File: src/rtl/constants_pkg.sv
// Shared constants and types for the register file and its neighbours.
package constants_pkg;

  localparam int REGISTER_DATA_BITS = 8;
  localparam int REGFILE_NUM_REGS   = 16;

  typedef logic [REGFILE_NUM_REGS-1:0] regfile_busy_t;

endpackage

File: src/rtl/regfile_read_port.sv
// One registered read port: address mux, write-first bypass, data/ready flops.
// Latency 1; rd_data holds when not enabled, rd_ready drops to 0.
module regfile_read_port #(
  parameter int DATA_BITS = 8,
  parameter int NUM_REGS  = 16,
  parameter int ADDR_BITS = 4
) (
  input  logic                               clk,
  input  logic                               reset,
  input  logic [NUM_REGS-1:0][DATA_BITS-1:0] regs_i,
  input  logic [NUM_REGS-1:0]                busy_i,
  input  logic                               wr_enable_i,
  input  logic [ADDR_BITS-1:0]               wr_addr_i,
  input  logic [DATA_BITS-1:0]               wr_data_i,
  input  logic                               rd_enable_i,
  input  logic [ADDR_BITS-1:0]               rd_addr_i,
  output logic [DATA_BITS-1:0]               rd_data_o,
  output logic                               rd_ready_o
);

  logic [DATA_BITS-1:0] data_q, data_d;
  logic                 ready_q, ready_d;
  logic                 in_range;

  assign in_range = int'(rd_addr_i) < NUM_REGS;

  always_comb begin
    data_d  = data_q;
    ready_d = 1'b0;
    if (rd_enable_i) begin
      if (!in_range) begin
        data_d  = '0;
        ready_d = 1'b1;
      end else if (wr_enable_i && (wr_addr_i == rd_addr_i)) begin
        // wr_enable_i is already qualified by the top (range, hardwired zero).
        data_d  = wr_data_i;
        ready_d = 1'b1;
      end else begin
        data_d  = regs_i[rd_addr_i];
        ready_d = !busy_i[rd_addr_i];
      end
    end
  end

  always_ff @(posedge clk) begin
    if (!reset) begin
      data_q  <= '0;
      ready_q <= 1'b0;
    end else begin
      data_q  <= data_d;
      ready_q <= ready_d;
    end
  end

  assign rd_data_o  = data_q;
  assign rd_ready_o = ready_q;

endmodule

File: src/rtl/register_file_sb.sv
// NUM_REGS x DATA_BITS register file, 2 registered read ports, 1 write, busy scoreboard.
// REGFILE_ZERO_REG_EN hardwires register 0 to zero (writes dropped, never busy).
module register_file_sb
  import constants_pkg::*;
#(
  parameter int DATA_BITS = REGISTER_DATA_BITS,
  parameter int NUM_REGS  = REGFILE_NUM_REGS
) (
  input  logic                         clk,
  input  logic                         reset,
  input  logic [$clog2(NUM_REGS)-1:0]  rd0_addr,
  input  logic                         rd0_enable,
  output logic [DATA_BITS-1:0]         rd0_data,
  output logic                         rd0_ready,
  input  logic [$clog2(NUM_REGS)-1:0]  rd1_addr,
  input  logic                         rd1_enable,
  output logic [DATA_BITS-1:0]         rd1_data,
  output logic                         rd1_ready,
  input  logic [$clog2(NUM_REGS)-1:0]  wr_addr,
  input  logic                         wr_enable,
  input  logic [DATA_BITS-1:0]         wr_data,
  input  logic [$clog2(NUM_REGS)-1:0]  rsv_addr,
  input  logic                         rsv_enable,
  output logic                         rsv_ok,
  output logic [NUM_REGS-1:0]          busy_mask,
  output logic                         err_double_rsv
);

  localparam int ADDR_BITS = $clog2(NUM_REGS);

  logic [NUM_REGS-1:0][DATA_BITS-1:0] regs_q, regs_d;
  logic [NUM_REGS-1:0]                busy_q, busy_d;
  logic                               err_q, err_d;
  logic                               wr_in_range, rsv_in_range, wr_store;

  assign wr_in_range  = int'(wr_addr) < NUM_REGS;
  assign rsv_in_range = int'(rsv_addr) < NUM_REGS;

`ifdef REGFILE_ZERO_REG_EN
  assign wr_store = wr_enable && wr_in_range && (wr_addr != '0);
`else
  assign wr_store = wr_enable && wr_in_range;
`endif

  // A same-cycle writeback frees the slot, so a new producer may claim it.
  assign rsv_ok = rsv_in_range &&
                  (!busy_q[rsv_addr] || (wr_enable && (wr_addr == rsv_addr)));

  always_comb begin
    regs_d = regs_q;
    busy_d = busy_q;
    err_d  = err_q;
    if (wr_store) begin
      regs_d[wr_addr] = wr_data;
    end
    if (wr_enable && wr_in_range) begin
      busy_d[wr_addr] = 1'b0;
    end
    if (rsv_enable) begin
      if (rsv_ok) begin
        busy_d[rsv_addr] = 1'b1;
      end else begin
        err_d = 1'b1;
      end
    end
`ifdef REGFILE_ZERO_REG_EN
    busy_d[0] = 1'b0;
`endif
  end

  always_ff @(posedge clk) begin
    if (!reset) begin
      regs_q <= '0;
      busy_q <= '0;
      err_q  <= 1'b0;
    end else begin
      regs_q <= regs_d;
      busy_q <= busy_d;
      err_q  <= err_d;
    end
  end

  assign busy_mask      = busy_q;
  assign err_double_rsv = err_q;

  regfile_read_port #(
    .DATA_BITS (DATA_BITS),
    .NUM_REGS  (NUM_REGS),
    .ADDR_BITS (ADDR_BITS)
  ) u_rd0 (
    .clk         (clk),
    .reset       (reset),
    .regs_i      (regs_q),
    .busy_i      (busy_q),
    .wr_enable_i (wr_store),
    .wr_addr_i   (wr_addr),
    .wr_data_i   (wr_data),
    .rd_enable_i (rd0_enable),
    .rd_addr_i   (rd0_addr),
    .rd_data_o   (rd0_data),
    .rd_ready_o  (rd0_ready)
  );

  regfile_read_port #(
    .DATA_BITS (DATA_BITS),
    .NUM_REGS  (NUM_REGS),
    .ADDR_BITS (ADDR_BITS)
  ) u_rd1 (
    .clk         (clk),
    .reset       (reset),
    .regs_i      (regs_q),
    .busy_i      (busy_q),
    .wr_enable_i (wr_store),
    .wr_addr_i   (wr_addr),
    .wr_data_i   (wr_data),
    .rd_enable_i (rd1_enable),
    .rd_addr_i   (rd1_addr),
    .rd_data_o   (rd1_data),
    .rd_ready_o  (rd1_ready)
  );

endmodule

File: config.mk
export PLATFORM = sky130hd
export DESIGN_NAME = register_file_sb
export DESIGN_NICKNAME = d
export VERILOG_FILES = /design/src/rtl/constants_pkg.sv /design/src/rtl/regfile_read_port.sv /design/src/rtl/register_file_sb.sv
export SDC_FILE = /design/constraint.sdc
export NUM_CORES = 1
export LEC_CHECK = 0
export ABC_AREA = 1
export CAP_MARGIN = 20
export CORE_ASPECT_RATIO = 1.2
export CORE_UTILIZATION = 35
export DETAILED_ROUTE_END_ITERATION = 8
export HOLD_SLACK_MARGIN = 0.03
export PLACE_DENSITY = 0.57
export SYNTH_ARGS = -nofsm -noshare
export SYNTH_HDL_FRONTEND = slang
export SYNTH_HIERARCHICAL = 1
export SYNTH_SLANG_ARGS = --single-unit
File: constraint.sdc
create_clock -name clk -period 1.33 [get_ports clk]
set_clock_uncertainty 0.05 [all_clocks]
set_input_delay 0.266 -clock clk [delete_from_list [all_inputs] [get_ports clk]]
set_output_delay 0.266 -clock clk [all_outputs]
set_load 0.01 [all_outputs]
Word level (Yosys, flattened, before mapping)
Index checks and enable logic that the tools add are counted.
- register bits: 163
- latch bits: 0
- bits in writable memories: 0
- bits in read-only memories: 0
- input port bits: 30
- output and inout port bits: 36
- logic and storage cells: 71
- memories: 0
- add/subtract/negate cells: 0
- $mul: 0
- divide/modulo/power cells: 0
- $lt $le $gt $ge: 6
- equality and inequality tests: 3
- shifts and indexed selects: 0
- multiplexer cells: 24
- bitwise gates (word level): 4
- reduce and logical (&&, ||, !) cells: 12
- operators with widths (cell ; number):
    128-bit bitwise mux ; 1
    8-bit binary-select mux with 4-bit select ; 2
    16-bit 2-to-1 mux ; 3
    8-bit 2-to-1 mux ; 5
    8-bit demux with 4-bit select ; 1
    4-bit by 5-bit less-than comparator with 1-bit output, second input constant ; 4
    16-bit AND ; 1
    16-bit NOT ; 1
    16-bit OR ; 1
    1-bit binary-select mux with 4-bit select ; 3
    4-bit == test ; 3
    1-bit demux with 4-bit select ; 2
    4-bit by 1-bit greater-or-equal comparator with 1-bit output, second input constant ; 2
    1-bit 2-to-1 mux ; 7
    2-bit AND reduction ; 3
    1-bit logical AND ; 5
    1-bit logical NOT ; 3
    1-bit logical OR ; 1
    1-bit NOT ; 1

Longest topological paths before layout
Gate-level depths: netlist of the first run.
- word-level depth: 10
- depth in mapped cells: 12
- depth with buffers taken out: 11

Cells and area by module
The synthesis of the first run kept the hierarchy.
- by module, submodules not included (module ; instances ; cells each ; area each (sq um) ; seq. area each (sq um)):
    register_file_sb ; 1 ; 747 ; 5576.6 ; 2902.8
    regfile_read_port ; 2 ; 433 ; 2117.0 ; 180.2

Least setup slack after synthesis of the first run
Ideal clock, no wire load.
- kind: input -> register
- start point: in rd0_addr[0]
- end point: reg u_rd0.data_q[5] (netlist: u_rd0/rd_data_o[5])
- library setup time: 0.122 ns
- data arrival time: 1.136 ns
- data required time: 1.158 ns
- path slack: 0.023 ns
- stages on the path: 10
- buffers on the path: 3
- cells stage by stage: buf_4 > inv_4 > buf_6 > buf_6 > o21ai_0 > nand3_1 > nand3_1 > nand2_1 > nand2_1 > a21oi_2
- longest elaborated chain between the ends: 3
- elaborated cells on any way between the ends: 5
- classes of those cells: 1 x eq/ne; 3 x mux; 1 x reduce/logical
- ends and longest elaborated chain (element ; RTL line ; text):
    from (decl) ; register_file_sb.sv:11 ; input logic [$clog2(NUM_REGS)-1:0] rd0_addr,
    8-bit binary-select mux with 4-bit select or 4-bit == test (tied branches) ; regfile_read_port.sv:39, regfile_read_port.sv:34 ;
    8-bit 2-to-1 mux (not written as such) or 1-bit logical AND (tied branches) ; regfile_read_port.sv:39, regfile_read_port.sv:34 ;
    8-bit 2-to-1 mux * ; regfile_read_port.sv:34 ; end else if (wr_enable_i && (wr_addr_i == rd_addr_i)) begin
    to (signal assigned) ; regfile_read_port.sv:50 ; data_q <= data_d;
    to (decl) ; regfile_read_port.sv:21 ; logic [DATA_BITS-1:0] data_q, data_d;
Mark *: on every way between the ends. The rest lies on a longest branch, timed or not. The select of a mux whose other input is x is not followed.
A chain may end at the register's enable or synchronous reset.

Worst setup path in the final report of the first run
- start point: reg busy_q[10] (netlist: busy_mask[10])
- end point: out rsv_ok
- longest elaborated chain between the ends: 4
- ends and longest elaborated chain (element ; RTL line ; text):
    from (decl) ; register_file_sb.sv:32 ; logic [NUM_REGS-1:0] busy_q, busy_d;
    from (signal assigned) ; register_file_sb.sv:78 ; busy_q <= busy_d;
    1-bit binary-select mux with 4-bit select ; register_file_sb.sv:47 ; (!busy_q[rsv_addr] || (wr_enable && (wr_addr == rsv_addr)));
    1-bit 2-to-1 mux (not written as such) ; register_file_sb.sv:47 ;
    1-bit logical NOT ; register_file_sb.sv:47 ;
    1-bit logical OR ; register_file_sb.sv:47 ;
    to (decl) ; register_file_sb.sv:24 ; output logic rsv_ok,
Every way passes these cells. The select of a mux whose other input is x is not followed.

==> out/metrics.cfg, run 1 <==
[status]
outcome = complete, but fails checks
violations = negative setup slack

[synthesis]
ys_types = 30
yosysSeqAreaShare_pct = 33.3
ys.flop_type = dfxtp_1
synthMostInstantiatedCell = nor2_1
synthTopCellsByCount = 378 x nor2_1, 360 x nand2_1, 196 x o21ai_0
synth_cells = 1613
postSynthAreaPerCell_um2 = 6.08
synth_enable_flop_cells = 0
syn_area_mm2 = 0.00981
synth_area_leaders = dfxtp_1 33%, nor2_1 14%, nand2_1 14%
async_flop_share_pct = 0
yosys_register_bits = 163
ys_warn_count = 6
syn_nets = 1643
yosysTopAreaCellShare_pct = 33.3
netlist.top_cell.by_area = dfxtp_1

[timing]
period_share_pct = 129
maxSlewViolCount = 0
relSlewSlack_pct = 74.0
tightest_slew_ns = 0.390
period_needed_ns = 1.71
rsz0062_at_grt = true
fmax_mhz = 583
fin_ws_ns = -0.384
finalSetupViolations = 16
hold_viol_final = 0

[run]
cap_violations = 0

[die]
rows = 66
die_h_um = 185
core-area_mm2 = 0.0273
die_w_um = 155
initial_core_util_pct = 35.9
ioPinCount = 66
die_area_mm2 = 0.0287

[clock_network]
clockBufferDepth = 2
cts-root-buf = clkbuf_16
htreeDepth = 4
clk_latency_ns = 0.45
cts_tree = done
hold_buffers = 0
cts_buffers = 17
cts_sinks = 163
clkTransAtPathRegs_ns = 0.07

[route]
route.detailed.drc = 0
detail-route-antenna-nets = 0
wirelength_mm = 39.8
first_iter_violations = 1065
wl_per_cell_um = 18.4
drt_pass1_iterations = 6
vias_per_cell = 5.17
routed-via-count = 11200

[setup_path]
worstReg2RegStart = regs_q[94]$_SDFFE_PN0P_
critPathLaunch = busy_mask[10]$_SDFF_PN0_
crit_type = flop to primary output
cp_max_fo = 2
cp-end-kind = primary output
endpoint = rsv_ok
r2r_slack_ns = 0.05
r2r-end = u_rd0/rd_data_o[6]$_SDFFE_PN0P_
critical_path_arrival_ns = 1.40
ff2ff_path_depth = 8
required_ns = 1.01
startpoint_type = flop

[global_route]
antenna_found_initial = 0
grt_max_degree = 63
grt_first_pass_wirelength_mm = 61.2
grt_usage_pct = 28.3
grt_pass1_vias = 10600
overflow = 0

[power]
vdd_drop_max_v = 0.000749
p_per_area_mw_per_mm2 = 970
p_leak_nw = 6.13
total_power_w = 0.0127

[finish]
area_growth_pct = 33.8
diodes = 0
final_layout_size_suffix_gt1_share_pct = 21.8
fill_cells = 2789
fin_nets = 1810
instances_no_fill = 2167
finish.instance_area_mm2 = 0.0131

[place]
gp_congestion = 0.937
hpwl_mm = 28.5
placed_area_mm2 = 0.0120
io_buffer_count = 65
dp_cells = 2122

[worst_hold_path]
hold_path_class = input port to flop

[power by group]
part	internal, W	switching (W)	leakage [nW]	total (W)
sequential	0.00502	0.0000895	1.33	0.00511
clock	0.00287	0.00230	0.291	0.00518
combinational	0.000963	0.00149	4.50	0.00245
[worst max-delay path: stages (launching register included)]
cell and delay (ns):
dfxtp_2 0.34, nand2_1 0.05, nand2_1 0.06, nand2_1 0.05
nand2_1 0.05, nand2_1 0.05, nand2_1 0.07, inv_2 0.04
nand2_2 0.05, nand2_1 0.05, buf_2 0.13
[area by class of cell]
class                      instances  area (um^2)  share of cell area [%]
inverter                         166          657                    5.00
timing repair buffer             237         2400                    18.3
clock inverter                    14          165                    1.26
clock buffer                      18          439                    3.35
multi-input combinational       1193         5690                    43.3
timing repair inverter             2         8.76                  0.0667
tap                              374          468                    3.56
sequential                       163         3300                    25.1
[cell usage in the layout (no fill, tap or decap), types with 3 or more instances in the layout]
master	instances
inv_6	8
buf_6	49
o211ai_1	14
a21oi_2	15
nand2_1	353
buf_2	19
o21ai_1	19
clkinv_4	5
buf_4	104
nor2_4	19
clkdlybuf4s15_1	3
dlygate4sd2_1	7
nand3_1	123
nand3_2	29
nor2_1	375
a21oi_1	7
clkdlybuf4s50_1	14
nand4_1	10
o31ai_1	15
inv_4	5
dfxtp_2	26
nand3_4	6
clkbuf_16	17
buf_12	32
inv_2	19
nand2_2	7
o21ai_0	186
clkinv_1	3
inv_1	135
clkbuf_2	3
dfxtp_1	137
[per-layer routing]
layer,up-vias,GRT usage (%),part of all wire [%]
li1,5453,-,-
met3,124,5.36,7.3
met4,0,17.7,5.6
met1,5151,34.7,42
met2,480,45.8,45
met5,-,0,0
[logic make-up after synthesis]
| family | Yosys count | share of synthesized area, % |
|---|---|---|
| AND/OR/NAND/NOR | 925 | 39.6 |
| AO/OA/AOI/OAI | 263 | 14.9 |
| XOR/XNOR | 3 | 0.421 |
| flip-flops | 163 | 33.3 |
| buffers and inverters | 259 | 11.8 |
[through the flow]
stage                     setup WS, ns  util [%]  setup TNS, ns  hold WS (ns)
after floorplan                 0.0225         -              0         0.341
after global placement          -0.969      43.9        -103.76         0.384
after detailed placement        -0.968      43.9        -106.00         0.388
after CTS                       -0.401      47.6         -0.752         0.116
after global routing            -0.518      48.0          -1.15         0.134
final                           -0.384      48.0         -0.534         0.122
[state kept, by name (all words and copies together), names as in the netlist]
| name | cells |
|---|---|
| u_rd0/rd_data_o | 8 |
| u_rd1/rd_data_o | 8 |
| u_rd0/rd_ready_o | 1 |
| busy_mask | 16 |
| u_rd1/rd_ready_o | 1 |
| regs_q | 128 |
| err_double_rsv | 1 |
[repair_timing]
item                       in CTS  in global routing
gates resized for setup       229                102
setup endpoints to repair     198                109
cloned                          5                  1
buffers inserted                8                  8
pin swaps                      15                 18
[worst min path at each step]
stage / startpoint / end / cells past startpoint
after floorplan: reset / u_rd0/rd_ready_o$_SDFF_PN0_ / 2
after global placement: err_double_rsv$_SDFFE_PN0P_ / err_double_rsv$_SDFFE_PN0P_ / 2
after detailed placement: err_double_rsv$_SDFFE_PN0P_ / err_double_rsv$_SDFFE_PN0P_ / 2
after CTS: reset / u_rd1/rd_data_o[1]$_SDFFE_PN0P_ / 3
after global routing: reset / u_rd1/rd_data_o[1]$_SDFFE_PN0P_ / 3
final: reset / u_rd1/rd_data_o[3]$_SDFFE_PN0P_ / 3
No activity file was read; power rests on OpenSTA's default activity.
==> run 2, diff against run 1 <==
Settings changed: CELL_PAD_IN_SITES_DETAIL_PLACEMENT set to 0, CELL_PAD_IN_SITES_GLOBAL_PLACEMENT set to 1, CTS_BUF_LIST set to sky130_fd_sc_hd__clkbuf_4 sky130_fd_sc_hd__clkbuf_8, PLACE_DENSITY 0.57 to 0.75.
==> out/metrics.cfg, run 2 (synthesized netlist as in run 1, its figures left out) <==
[status]
outcome = complete, but fails checks
violations = negative setup slack

[setup_path]
ff2ff_path_depth = 9  ; +1
cp_max_fo = 2  ; unchanged
critical_path_arrival_ns = 1.45  ; +0.05 ns
crit_type = flop to primary output
required_ns = 1.01  ; about the same
startpoint_type = flop
cpMostUsedCell = nand2_1
cp_top_family = simple AND/OR/NAND/NOR gates
cp-end-kind = primary output
worstReg2RegStart = busy_mask[1]$_SDFF_PN0_
r2r-end = u_rd0/rd_ready_o$_SDFF_PN0_
worstPathCellList = nand2_1, nand2_1, nand2_1, nand2_1, nand2_1, nand2_1, inv_1, nand2_2, nand2_1, buf_2
crit_buf_inv = 2  ; unchanged
crit_slowest_cell = dfxtp_2
max_stage_delay_ns = 0.37  ; +0.03 ns
r2r_slack_ns = -0.06  ; -0.11 ns

[route]
wirelength_mm = 40.0  ; +0.58%
detail-route-antenna-nets = 0  ; unchanged
first_iter_violations = 1035  ; -2.8%
vias_per_cell = 5.17  ; about the same
wl_per_cell_um = 18.5  ; +0.86%
drt_pass1_iterations = 6  ; unchanged
routed-via-count = 11200  ; -0.36%
route.detailed.drc = 0  ; unchanged

[power]
p_sw_w = 0.00377  ; -2.8%
seq_power_share_pct = 44.6  ; +4.5 points
combPwrFrac_pct = 21.2  ; +2.0 points
internal-power_w = 0.00770  ; -13%
p_leak_nw = 5.99  ; -2.2%
swShare_pct = 32.9  ; +2.4 points
vdd_drop_max_v = 0.000668  ; -11%
clockPowerShare_pct = 34.2  ; -6.4 points
p_per_area_mw_per_mm2 = 897  ; -7.6%

[timing]
tightest_slew_ns = 0.493  ; +0.103 ns
period_share_pct = 133  ; +4.0 points
finalSetupViolations = 19  ; +3
timing.setup.tns_ns = -1.50  ; -0.969 ns
period_needed_ns = 1.77  ; +0.0526 ns
hold_ws_ns = 0.223  ; +0.101 ns
rsz0062_at_grt = true
maxSlewViolCount = 0  ; unchanged
hold_viol_final = 0  ; unchanged
relSlewSlack_pct = 67.1  ; -6.9 points
fin_ws_ns = -0.437  ; -0.0526 ns
fmax_mhz = 566  ; -3.0%

[clock_network]
cts_sinks = 163  ; unchanged
clkTransAtPathRegs_ns = 0.10  ; +0.03 ns
hold_buffers = 0  ; unchanged
cts_tree = done
cts_buffers = 17  ; unchanged
cts-root-buf = clkbuf_8
clockBufferDepth = 2  ; unchanged
htreeDepth = 4  ; unchanged
clk_latency_ns = 0.49  ; +0.04 ns

[finish]
layout_common_cells = 374 x nor2_1, 353 x nand2_1, 192 x o21ai_0
diodes = 0  ; unchanged
post-route-util_pct = 46.8  ; -1.2 points
instances_no_fill = 2161  ; -0.28%
final_common_cell = nor2_1
fin_nets = 1804  ; -0.33%
area_growth_pct = 30.4
largest_register_ffs = 128  ; unchanged
final_layout_size_suffix_gt1_share_pct = 22.9  ; +1.2 points
regMostFlops = regs_q
fill_cells = 2856  ; +2.4%

[die]
die_area_mm2 = 0.0287  ; unchanged
die_w_um = 155  ; unchanged
core-area_mm2 = 0.0273  ; unchanged
ioPinCount = 66  ; unchanged
die_h_um = 185  ; unchanged
rows = 66  ; unchanged
initial_core_util_pct = 35.9  ; unchanged

[global_route]
antenna_found_initial = 0  ; unchanged
overflow = 0  ; unchanged
grt_first_pass_wirelength_mm = 61.1  ; -0.14%
use_met2_pct = 46.9  ; +1.1 points
grt_pass1_vias = 10500  ; -1.6%
grt_max_degree = 72  ; +14%
grt_usage_pct = 28.5  ; +0.16 points
grtUsageMet1_pct = 36.1  ; +1.4 points
grt-busiest-layer = met2
grtUsageMet3_pct = 3.98  ; -1.4 points

[worst_hold_path]
hold_path_class = input port to flop
holdPathStages = 4  ; +1
worstHoldEndpoint = u_rd0/rd_ready_o$_SDFF_PN0_
min_from = reset

[place]
hpwl_mm = 28.9  ; +1.4%
dp_cells = 2113  ; -0.42%
gp_congestion = 0.902  ; -3.7%
io_buffer_count = 65  ; unchanged
dp_worst_setup_slack_ns = -0.941  ; +0.0268 ns

[run]
cap_violations = 0  ; unchanged

-- run 2: power groups by stage --
stage | combinational [W] | sequential, W | clock (W)
finish | 0.00244 | 0.00511 | 0.00392
global route | 0.00260 | 0.00513 | 0.00417
CTS | 0.00234 | 0.00511 | 0.00399
detailed placement | 0.00229 | 0.00522 | 0
global placement | 0.00228 | 0.00522 | 0
floorplan | 0.00115 | 0.00522 | 0
-- run 2: area by class of cell --
type | instances | area (um^2) | area share, %
clock buffers | 17 | 234 | 1.83
clock inverters | 15 | 169 | 1.32
inverters | 166 | 649 | 5.08
multi-input cells | 1193 | 5660 | 44.2
flip-flops and latches | 163 | 3330 | 26.0
well taps | 374 | 468 | 3.66
repair buffers | 233 | 2290 | 17.9
-- run 2: worst register-to-register path, delay by kind of cell (launching register included) --
| kind | cells | cell delay (ns) |
|---|---|---|
| flip-flops | 1 | 0.34 |
| AO/OA/AOI/OAI | 3 | 0.33 |
| buffers and inverters | 2 | 0.23 |
| AND/OR/NAND/NOR | 4 | 0.37 |
-- run 2: per-layer routing --
layer	vias to the layer above	share of wire (%)	routed length, um
met2	420	47	18900
li1	5443	-	-
met3	72	5.7	2290
met1	5233	43	17300
met4	0	3.9	1560
met5	-	0	0
-- run 2: stage by stage --
step	power (W)	instance area (um^2)
after floorplan	0.00637	9810
after global placement	0.00750	11900
after detailed placement	0.00751	11900
after CTS	0.0114	12500
after global routing	0.0119	12800
final	0.0115	12800
-- run 2: worst max-delay path by stage --
stage	startpoint	to	slack (ns)	depth (start not counted)
after floorplan	rd0_addr[0]	u_rd0/rd_data_o[5]$_SDFFE_PN0P_	0.02	10
after global placement	rsv_addr[0]	rsv_ok	-0.96	12
after detailed placement	rsv_addr[0]	rsv_ok	-0.94	12
after CTS	busy_mask[5]$_SDFF_PN0_	rsv_ok	-0.48	10
after global routing	busy_mask[2]$_SDFF_PN0_	rsv_ok	-0.57	10
final	busy_mask[5]$_SDFF_PN0_	rsv_ok	-0.44	10
-- run 2: timing repair --
item                       CTS  global route
hold endpoints to repair     0             0
setup buffers                6            13
cloned                       3             0
resized for setup          239            94
pin swaps                    7            23
setup endpoints to repair  198            87
==> run 3, diff against run 2 <==
Settings changed: CAP_MARGIN 20 to 0, SKIP_LAST_GASP set to 1.
==> out/metrics.cfg, run 3 (synthesized netlist as in run 1, its figures left out) <==
[setup_path]
worstReg2RegStart = busy_mask[1]$_SDFF_PN0_
crit_type = flop to primary output
r2r-end = u_rd0/rd_ready_o$_SDFF_PN0_
crit_slowest_cell = dfxtp_2
cpMostUsedCell = nand2_1
startpoint_type = flop
critical_path_arrival_ns = 1.45  ; about the same
required_ns = 1.01  ; about the same
worstPathCellList = nand2_1, nand2_1, nand2_1, nand2_1, nand2_1, nand2_1, inv_1, nand2_2, nand2_1, buf_2
max_stage_delay_ns = 0.37  ; about the same
cp-end-kind = primary output
critPathLaunch = busy_mask[9]$_SDFF_PN0_
cp_max_fo = 2  ; unchanged
endpoint = rsv_ok
ff2ff_path_depth = 9  ; unchanged
r2r_slack_ns = -0.07  ; about the same

[route]
route.detailed.drc = 0  ; unchanged
vias_per_cell = 5.17  ; unchanged
first_iter_violations = 1052  ; +1.6%
routed-via-count = 11200  ; unchanged
wl_met1_mm = 17.3  ; about the same
drt_pass1_iterations = 5  ; -1
wl_per_cell_um = 18.5  ; -0.13%
wirelength_mm = 40.0  ; -0.13%
detail-route-antenna-nets = 0  ; unchanged
route.met2.wl_mm = 18.8  ; -0.74%
top_layer_used = met4
wl_met3_mm = 2.38  ; +3.8%

[status]
outcome = complete, but fails checks
violations = negative setup slack

[clock_network]
cts_sinks = 163  ; unchanged
cts-root-buf = clkbuf_8
clockBufferDepth = 2  ; unchanged
htreeDepth = 4  ; unchanged
cts_tree = done
cts_buffers = 17  ; unchanged
clkTransAtPathRegs_ns = 0.10  ; about the same
hold_buffers = 0  ; unchanged
clk_latency_ns = 0.49  ; about the same

[finish]
final_layout_size_suffix_gt1_share_pct = 22.9  ; -0.056 points
final_common_cell = nor2_1
largest_register_ffs = 128  ; unchanged
regMostFlops = regs_q
fin_nets = 1804  ; unchanged
instances_no_fill = 2161  ; unchanged
diodes = 0  ; unchanged
layout_common_cells = 374 x nor2_1, 353 x nand2_1, 192 x o21ai_0
area_growth_pct = 30.3  ; about the same

[timing]
fmax_mhz = 565  ; -0.12%
tightest_slew_ns = 0.492  ; -0.00162 ns
relSlewSlack_pct = 67.2  ; +0.11 points
finalSetupViolations = 19  ; unchanged
maxSlewViolCount = 0  ; unchanged
period_needed_ns = 1.77  ; +0.00215 ns
hold_ws_ns = 0.226  ; +0.00269 ns
fin_ws_ns = -0.439  ; -0.00215 ns
rsz0062_at_grt = true
period_share_pct = 133  ; +0.16 points
hold_viol_final = 0  ; unchanged

[place]
hpwl_mm = 28.9  ; unchanged
dp_cells = 2113  ; unchanged
gp_congestion = 0.902  ; unchanged
dp_worst_setup_slack_ns = -0.941  ; unchanged
io_buffer_count = 65  ; unchanged

[global_route]
grt_usage_pct = 28.5  ; unchanged
grt_pass1_vias = 10500  ; unchanged
grt_max_degree = 72  ; unchanged
antenna_found_initial = 0  ; unchanged
overflow = 0  ; unchanged
grt_first_pass_wirelength_mm = 61.1  ; unchanged

[die]
die_w_um = 155  ; unchanged
die_h_um = 185  ; unchanged
rows = 66  ; unchanged
ioPinCount = 66  ; unchanged
initial_core_util_pct = 35.9  ; unchanged
core-area_mm2 = 0.0273  ; unchanged
die_area_mm2 = 0.0287  ; unchanged

[power]
vdd_drop_max_v = 0.000664  ; -0.67%
p_leak_nw = 5.99  ; about the same
p_per_area_mw_per_mm2 = 897  ; about the same
total_power_w = 0.0115  ; about the same

[run]
cap_violations = 0  ; unchanged

[worst_hold_path]
hold_path_class = input port to flop
holdPathStages = 4  ; unchanged

run 3: cell counts in the layout (fill, tap and decap cells not counted):
No cell type changed its count.
run 3: worst min-delay path by stage:
stage / end / slack [ns] / from
after global placement: err_double_rsv$_SDFFE_PN0P_ / 0.39 / err_double_rsv$_SDFFE_PN0P_
after global routing: u_rd0/rd_ready_o$_SDFF_PN0_ / 0.21 / reset
after floorplan: u_rd0/rd_ready_o$_SDFF_PN0_ / 0.34 / reset
final: u_rd0/rd_ready_o$_SDFF_PN0_ / 0.23 / reset
after detailed placement: err_double_rsv$_SDFFE_PN0P_ / 0.40 / err_double_rsv$_SDFFE_PN0P_
after CTS: u_rd0/rd_ready_o$_SDFF_PN0_ / 0.19 / reset
run 3: report_power, final:
group          leakage (nW)  switching [W]  internal (W)
logic                  4.43        0.00149      0.000945
clock network         0.209        0.00219       0.00173
registers              1.35      0.0000895       0.00503
run 3: timing repair:
action	4_1_cts	5_1_grt
pin swaps	7	23
gates resized for setup	239	91
cloned	3	0
setup endpoints to repair	198	87
buffers inserted	6	13
run 3: through the flow:
step                      area (um^2)  util (%)  TNS [ns]
after floorplan                  9810         -         0
after global placement          11900      43.6   -113.06
after detailed placement        11900      43.6   -113.22
after CTS                       12500      45.8     -1.96
after global routing            12800      46.8     -2.42
final                           12800      46.8     -1.50
run 3: final cells by class:
class,count,area [um^2]
Clock buffer,17,234
Timing Repair Buffer,233,2280
Sequential cell,163,3330
Multi-Input combinational cell,1193,5660
Inverter,166,649
Tap cell,374,468
Clock inverter,15,169
Fill cell,2856,14600
run 3: per-layer routing:
metal / GRT usage (%) / vias to the layer above
li1: - / 5442
met1: 36.1 / 5193
met2: 46.9 / 458
met3: 3.98 / 75
met4: 15.0 / 0
met5: 0 / -
run 3: worst max-delay path: cells and delay by family (launching register included):
kind	cells	cell delay (ns)
simple gates	8	0.41
flops	1	0.37
buf+inv	2	0.18
